<file path="src/rtl/awb_gain.sv">
// awb_gain: gray-world auto white balance stage.
//
// Applies per-channel Q4.8 gains to a 24-bit {R,G,B} pixel stream through a
// 2-stage pipeline. G gain is fixed at unity. Active gains are reloaded from
// the pending gains on every sof pixel, so a frame never changes gains
// part-way through.
//
// Build option ISP_AWB_AUTO_EN:
//   defined   - per-frame channel sums plus a sequential restoring divider
//               produce the pending gains (sum_g<<8)/sum_r and
//               (sum_g<<8)/sum_b during blanking. cfg_gain_* are ignored.
//   undefined - the pending gains are cfg_gain_r/cfg_gain_b. There are no
//               statistics and stat_done is tied low.
//
// Ports:
//   clk, rstn            clock, asynchronous active-low reset
//   awb_en               0 = bypass with unity gains and no statistics
//   sof                  start of frame, coincident with the first pix_vld
//   pix_vld              input pixel valid
//   pixel_data_in        {R[23:16],G[15:8],B[7:0]}
//   cfg_gain_r/_b        manual gains, Q4.8
//   pix_vld_out          pix_vld delayed by 2 cycles
//   pixel_data_out       gained pixel, 2 cycles after input
//   gain_r/gain_b        active gains
//   stat_done            one-cycle pulse when new pending gains are written

// One colour channel: stage 1 multiplies, stage 2 rounds half up and
// saturates to 8 bits.
module awb_lane (
  input  logic        clk,
  input  logic        rstn,
  input  logic [7:0]  pix,
  input  logic [11:0] gain,
  output logic [7:0]  pix_out
);
  logic [19:0] prod;
  logic [20:0] rnd;
  logic [7:0]  unused_lsb;

  assign rnd        = {1'b0, prod} + 21'd128;
  assign unused_lsb = rnd[7:0];

  always_ff @(posedge clk or negedge rstn) begin
    if (!rstn) begin
      prod    <= '0;
      pix_out <= '0;
    end else begin
      prod    <= {12'd0, pix} * {8'd0, gain};
      pix_out <= (|rnd[20:16]) ? 8'hff : rnd[15:8];
    end
  end
endmodule

module awb_gain #(
  parameter int          H        = 720,
  parameter int          V        = 480,
  parameter int          SUM_W    = 28,
  parameter logic [11:0] GAIN_MAX = 12'h400
) (
  input  logic        clk,
  input  logic        rstn,
  input  logic        awb_en,
  input  logic        sof,
  input  logic        pix_vld,
  input  logic [23:0] pixel_data_in,
  input  logic [11:0] cfg_gain_r,
  input  logic [11:0] cfg_gain_b,
  output logic        pix_vld_out,
  output logic [23:0] pixel_data_out,
  output logic [11:0] gain_r,
  output logic [11:0] gain_b,
  output logic        stat_done
);
  localparam int          NUM_LANES = 3;
  localparam int          STAGES    = 2;
  localparam logic [11:0] UNITY     = 12'h100;

  logic [11:0] pend_r, pend_b;
  logic [11:0] act_r, act_b;
  logic [11:0] g_r, g_b;
  logic        load;

  // ---------------------------------------------------------------------------
  // Apply path
  // ---------------------------------------------------------------------------
  // The sof pixel itself already sees the freshly loaded gains, so the
  // pending values are forwarded around the active registers on that cycle.
  assign load = sof & pix_vld;
  assign g_r  = awb_en ? (load ? pend_r : act_r) : UNITY;
  assign g_b  = awb_en ? (load ? pend_b : act_b) : UNITY;

  always_ff @(posedge clk or negedge rstn) begin
    if (!rstn) begin
      act_r <= UNITY;
      act_b <= UNITY;
    end else if (load) begin
      act_r <= pend_r;
      act_b <= pend_b;
    end
  end

  assign gain_r = act_r;
  assign gain_b = act_b;

  logic [NUM_LANES-1:0][7:0]  pin, pout;
  logic [NUM_LANES-1:0][11:0] lane_gain;

  assign pin       = pixel_data_in;
  assign lane_gain = {g_r, UNITY, g_b};

  for (genvar i = 0; i < NUM_LANES; i++) begin : g_lane
    awb_lane u_lane (
      .clk     (clk),
      .rstn    (rstn),
      .pix     (pin[i]),
      .gain    (lane_gain[i]),
      .pix_out (pout[i])
    );
  end

  assign pixel_data_out = pout;

  logic [STAGES:1] vld_pipe;
  always_ff @(posedge clk or negedge rstn) begin
    if (!rstn) vld_pipe <= '0;
    else       vld_pipe <= {vld_pipe[STAGES-1:1], pix_vld};
  end
  assign pix_vld_out = vld_pipe[STAGES];

`ifdef ISP_AWB_AUTO_EN
  // ---------------------------------------------------------------------------
  // Frame statistics and gain computation
  // ---------------------------------------------------------------------------
  localparam int TOTAL = H * V;
  localparam int CNT_W = (TOTAL > 1) ? $clog2(TOTAL) : 1;
  localparam int DW    = SUM_W + 8;
  localparam int BW    = $clog2(DW);

  typedef enum logic [2:0] {IDLE, ACCUM, DIV_R, DIV_B, UPDATE} state_t;

  state_t           st;
  logic [CNT_W-1:0] cnt, cnt_base;
  logic [SUM_W-1:0] sum_r, sum_g, sum_b;
  logic [SUM_W-1:0] add_r, add_g, add_b;
  logic [SUM_W-1:0] rem, dsr, rem_n;
  logic [SUM_W:0]   rem_s, trial;
  logic [DW-1:0]    quo, quo_n;
  logic [BW-1:0]    bcnt;
  logic [11:0]      qr, qb, pend_r_q, pend_b_q;
  logic             first, accum_go, at_last, ge, div_end;
  logic             unused_cfg;

  assign unused_cfg = ^{cfg_gain_r, cfg_gain_b};

  // A sof pixel restarts accumulation from any state; the sums then start
  // from this pixel alone.
  assign first    = sof & pix_vld & awb_en;
  assign accum_go = first | ((st == ACCUM) & pix_vld);
  assign cnt_base = first ? '0 : cnt;
  assign at_last  = (cnt_base == CNT_W'(TOTAL - 1));
  assign add_r    = (first ? '0 : sum_r) + {{(SUM_W-8){1'b0}}, pixel_data_in[23:16]};
  assign add_g    = (first ? '0 : sum_g) + {{(SUM_W-8){1'b0}}, pixel_data_in[15:8]};
  assign add_b    = (first ? '0 : sum_b) + {{(SUM_W-8){1'b0}}, pixel_data_in[7:0]};

  // Restoring divider step: quo starts as the dividend and shifts out its
  // MSB into the partial remainder while quotient bits shift in at the LSB.
  // rem < dsr always holds, so trial's top bit is a clean borrow flag.
  assign rem_s   = {rem, quo[DW-1]};
  assign trial   = rem_s - {1'b0, dsr};
  assign ge      = ~trial[SUM_W];
  assign rem_n   = ge ? trial[SUM_W-1:0] : rem_s[SUM_W-1:0];
  assign quo_n   = {quo[DW-2:0], ge};
  assign div_end = (bcnt == BW'(DW - 1));

  // A zero divisor leaves a meaningless quotient; force the ceiling instead.
  function automatic logic [11:0] clamp(input logic [DW-1:0] q, input logic zero);
    if (zero || (q > DW'(GAIN_MAX))) return GAIN_MAX;
    return q[11:0];
  endfunction

  always_ff @(posedge clk or negedge rstn) begin
    if (!rstn) begin
      st        <= IDLE;
      cnt       <= '0;
      sum_r     <= '0;
      sum_g     <= '0;
      sum_b     <= '0;
      rem       <= '0;
      dsr       <= '0;
      quo       <= '0;
      bcnt      <= '0;
      qr        <= UNITY;
      qb        <= UNITY;
      pend_r_q  <= UNITY;
      pend_b_q  <= UNITY;
      stat_done <= 1'b0;
    end else begin
      stat_done <= 1'b0;
      if (!awb_en) begin
        st <= IDLE;
      end else if (accum_go) begin
        sum_r <= add_r;
        sum_g <= add_g;
        sum_b <= add_b;
        if (at_last) begin
          st   <= DIV_R;
          rem  <= '0;
          quo  <= {add_g, 8'd0};
          dsr  <= add_r;
          bcnt <= '0;
        end else begin
          st  <= ACCUM;
          cnt <= cnt_base + 1'b1;
        end
      end else begin
        case (st)
          DIV_R: begin
            rem  <= rem_n;
            quo  <= quo_n;
            bcnt <= bcnt + 1'b1;
            if (div_end) begin
              qr   <= clamp(quo_n, dsr == '0);
              rem  <= '0;
              quo  <= {sum_g, 8'd0};
              dsr  <= sum_b;
              bcnt <= '0;
              st   <= DIV_B;
            end
          end
          DIV_B: begin
            rem  <= rem_n;
            quo  <= quo_n;
            bcnt <= bcnt + 1'b1;
            if (div_end) begin
              qb <= clamp(quo_n, dsr == '0);
              st <= UPDATE;
            end
          end
          UPDATE: begin
            pend_r_q  <= qr;
            pend_b_q  <= qb;
            stat_done <= 1'b1;
            st        <= IDLE;
          end
          default: ;
        endcase
      end
    end
  end

  assign pend_r = pend_r_q;
  assign pend_b = pend_b_q;
`else
  assign pend_r    = cfg_gain_r;
  assign pend_b    = cfg_gain_b;
  assign stat_done = 1'b0;
`endif

endmodule
</file>
<file path="config.mk">
export PLATFORM = sky130hd
export DESIGN_NAME = awb_gain
export DESIGN_NICKNAME = d
export VERILOG_FILES = /design/src/rtl/awb_gain.sv
export SDC_FILE = /design/constraint.sdc
export NUM_CORES = 1
export LEC_CHECK = 0
export ABC_AREA = 1
export BUFFER_PORTS_ARGS = -buffer_cell sky130_fd_sc_hd__buf_2
export CELL_PAD_IN_SITES_DETAIL_PLACEMENT = 0
export CELL_PAD_IN_SITES_GLOBAL_PLACEMENT = 1
export CORE_ASPECT_RATIO = 1.25
export CORE_MARGIN = 2
export CORE_UTILIZATION = 45
export DETAILED_ROUTE_END_ITERATION = 8
export GPL_TIMING_DRIVEN = 0
export HOLD_SLACK_MARGIN = 0.05
export PLACE_DENSITY = 0.82
export SLEW_MARGIN = 20
export SYNTH_ARGS = -nofsm -noshare
export SYNTH_HDL_FRONTEND = slang
export SYNTH_SLANG_ARGS = --single-unit
export TNS_END_PERCENT = 1
</file>
<file path="constraint.sdc">
create_clock -name clk -period 4.92 [get_ports clk]
set_clock_uncertainty 0.1 [all_clocks]
set_input_delay 0.984 -clock clk [delete_from_list [all_inputs] [get_ports clk]]
set_output_delay 0.984 -clock clk [all_outputs]
set_load 0.01 [all_outputs]
</file>
==> metrics.csv <==
metric;value;unit
grt ovf;0;
Initial Util;0.459;
Synthesis Warnings;0;
worst setup path startpoint;sof;
Post-CTS Hold Buffers;0;
R2R setup slack;0.56;ns
path depth of the worst reg2reg path;16;
commonest non-fill, non-tap cell in the layout;inv_1;
worst path required time;5.05;ns
Syn Inst Count;1078;
initial DRC count;336;
clock slew at reported path FFs;0.07;ns
# DRC;0;
Vias per Instance;5.00;
Startpoint Class;input pin;
post-synthesis compound-gate area fraction;0.0357;
vias;7594;
CTS tree;yes;
antenna violations before repair;0;
crit path time final;4.92;ns
core box area;19400;um2
sequential fraction of the synthesis area;0.236;
nets;1496;
relative slew slack;0.661;
commonest cells after routing, fill and taps aside;inv_1 (201), nand2_1 (191), nor2_1 (146);
synthesized area;8910;um2
hold slack;0.249;ns
Clock Path Buffers;2;
row count;57;
WL per Instance;15.6;um
Layout area overhead;28.0;%
count of pins over their slew limit;0;
ant diodes;0;
kind of critical path;in -> reg;
largest family of logic cells by synthesized area;adder cells;
post-synthesis mux area share;0;
power per cell area;364;nW/um2
vias in the first global route;8063;
Final Wtd Congestion;0.889;
Yosys cell types;44;
Top Ports;103;
total of max-cap violations;0;
number of port buffers;100;
DR pass1 iterations;5;
worst-margin pin slew;0.508;ns
pin count of the biggest net entering global routing;60;
data arrival time of the critical path;5.05;ns
Fin. Hold Viols;0;
Synthesized Nets;1325;
Die X;130;um
CTS Sinks;84;
Synth Area in Simple Gates;0.232;
static leakage;6.15;nW
Tot GR Track Use;0.240;
Synth Area in Adders;0.372;
Min-Delay Path Class;reg -> reg;
CP endpoint;g_lane[2].u_lane.prod[18];
crit share post-route;1.00;
Fill cells;1786;
clk_lat worst skew;0.36;ns
Final Power;4.15;mW
CTS Root Cell;clkbuf_16;
DRT antenna net count;0;
die area;21000;um2
Die Height;161;um
setup TNS;0;ns
Yosys reg bits;84;
cts bufs inserted;9;
R2R Path End;g_lane[0].u_lane.prod[18];
layout cells sized above 1;0.274;
first-pass GRT wire length;38900;um
# setup viols final;0;
Peak VDD IR;192;uV
dpl hpwl;18000;um
RR Startpoint;gain_b[8];
status;finished, final reports clean;
min-delay src;g_lane[1].u_lane.prod[15];
xor and xnor area share after synthesis;0.0265;
RSZ-0062 raised after global routing;true;
Max Clock Freq;203;MHz
CP Capture Type;register;
Mean Syn Cell Area;8.27;um2
final wirelength;23700;um
worst-path fanout max;8;
H-tree Lvls;3;
-- per-stage QoR --
step / cells / setup WS, ns / utilization / area [um2]
after floorplan: 1078 / -0.0718 / - / 9060
after global placement: 1443 / -0.875 / 0.510 / 9890
final: 1519 / 0.00112 / 0.588 / 11400
after global routing: 1519 / -0.153 / 0.588 / 11400
after detailed placement: 1444 / -0.880 / 0.511 / 9920
after CTS: 1493 / -0.00885 / 0.564 / 11000
-- cells by family after synthesis --
kind of cell,count (synthesis)
and+or+nand+nor,492
buffers and inverters,230
adders and majority gates,194
DFF,84
AOI/OAI and AO/OA,50
xor gates and xnor gates,27
other,1
-- state kept, by name (all words and copies together), names as in the netlist --
name,count
g_lane.u_lane.prod,34
g_lane.u_lane.pix_out,24
gain_b,12
gain_r,12
vld_pipe,2
-- critical path: stages --
cell      delay, ns
buf_6          0.11
nand2_8        0.10
clkinv_8       0.08
clkbuf_8       0.15
nand2_1        0.07
nand2_2        0.08
nand2_4        0.15
nor2_1         0.08
fa_1           0.52
inv_1          0.06
fa_1           0.47
inv_1          0.05
fa_1           0.49
inv_1          0.05
fa_1           0.48
inv_1          0.06
ha_4           0.26
a21oi_4        0.12
a21boi_2       0.18
nor2_1         0.07
a211oi_2       0.22
nand2_1        0.07
nand2_1        0.06
nand2_1        0.07
-- worst min-delay path by stage --
stage,endpoint,slack [ns],cells after the start
global route,g_lane[1].u_lane.pix_out[2],0.25,0
global placement,g_lane[1].u_lane.pix_out[6],0.23,0
detailed placement,g_lane[1].u_lane.pix_out[7],0.24,0
finish,g_lane[1].u_lane.pix_out[7],0.25,0
floorplan,g_lane[1].u_lane.pix_out[0],0.23,0
CTS,vld_pipe[2],0.25,0
-- cell usage after synthesis (all sizes together) --
cell | instances | area [um2]
a21o | 2 | 15.0
and3 | 1 | 6.26
buf | 6 | 30.0
a221oi | 1 | 8.76
a31oi | 5 | 31.3
dfstp | 2 | 52.6
o31ai | 1 | 7.51
inv | 213 | 800
nand2 | 258 | 1030
a21oi | 21 | 105
o21bai | 3 | 22.5
conb | 1 | 3.75
fa | 118 | 2360
nor2 | 164 | 631
a211oi | 2 | 27.5
and2 | 2 | 12.5
o21a | 2 | 15.0
clkbuf | 3 | 11.3
o221a | 1 | 11.3
o21ai | 9 | 48.8
nor3b | 1 | 7.51
dfrtp | 82 | 2050
nor4 | 3 | 18.8
nand4 | 14 | 87.6
xor2 | 19 | 166
ha | 76 | 951
xnor2 | 8 | 70.1
clkinv | 8 | 31.3
nor3 | 9 | 45.0
nand3 | 37 | 203
a21boi | 1 | 7.51
o211ai | 1 | 7.51
nand3b | 3 | 22.5
o211a | 1 | 10.0
-- power breakdown --
| part | total (mW) | internal (mW) | leakage, nW | switching [mW] |
|---|---|---|---|---|
| logic | 2.48 | 1.04 | 5.02 | 1.44 |
| registers | 0.971 | 0.872 | 0.981 | 0.0993 |
| clock network | 0.707 | 0.362 | 0.149 | 0.345 |
| total | 4.15 | 2.27 | 6.15 | 1.88 |
-- routing by layer --
| metal | part of all wire | up-vias | GRT usage |
|---|---|---|---|
| li1 | - | 3600 | - |
| met1 | 0.38 | 3752 | 0.267 |
| met2 | 0.55 | 185 | 0.441 |
| met3 | 0.030 | 57 | 0.0371 |
| met4 | 0.042 | 0 | 0.114 |
| met5 | 0 | - | 0 |
-- cell type report --
| class | instances | area [um2] | area share |
|---|---|---|---|
| Buffer | 9 | 139 | 0.0122 |
| Sequential cell | 84 | 2100 | 0.184 |
| Clock inverter | 7 | 76.3 | 0.00669 |
| Timing Repair Buffer | 160 | 998 | 0.0875 |
| Multi-Input combinational cell | 764 | 6690 | 0.587 |
| Inverter | 221 | 842 | 0.0738 |
| Tap cell | 265 | 332 | 0.0291 |
| Clock buffer | 9 | 225 | 0.0197 |
-- what timing repair did --
| item | CTS | global route |
|---|---|---|
| gates cloned | 2 | 0 |
| setup endpoints to repair | 20 | 20 |
| resized for setup | 102 | 70 |
| pin swaps | 33 | 68 |
| buffers inserted | 31 | 26 |
| hold endpoints to repair | 0 | 0 |
Note: power is estimated with default switching activity, not from simulation.
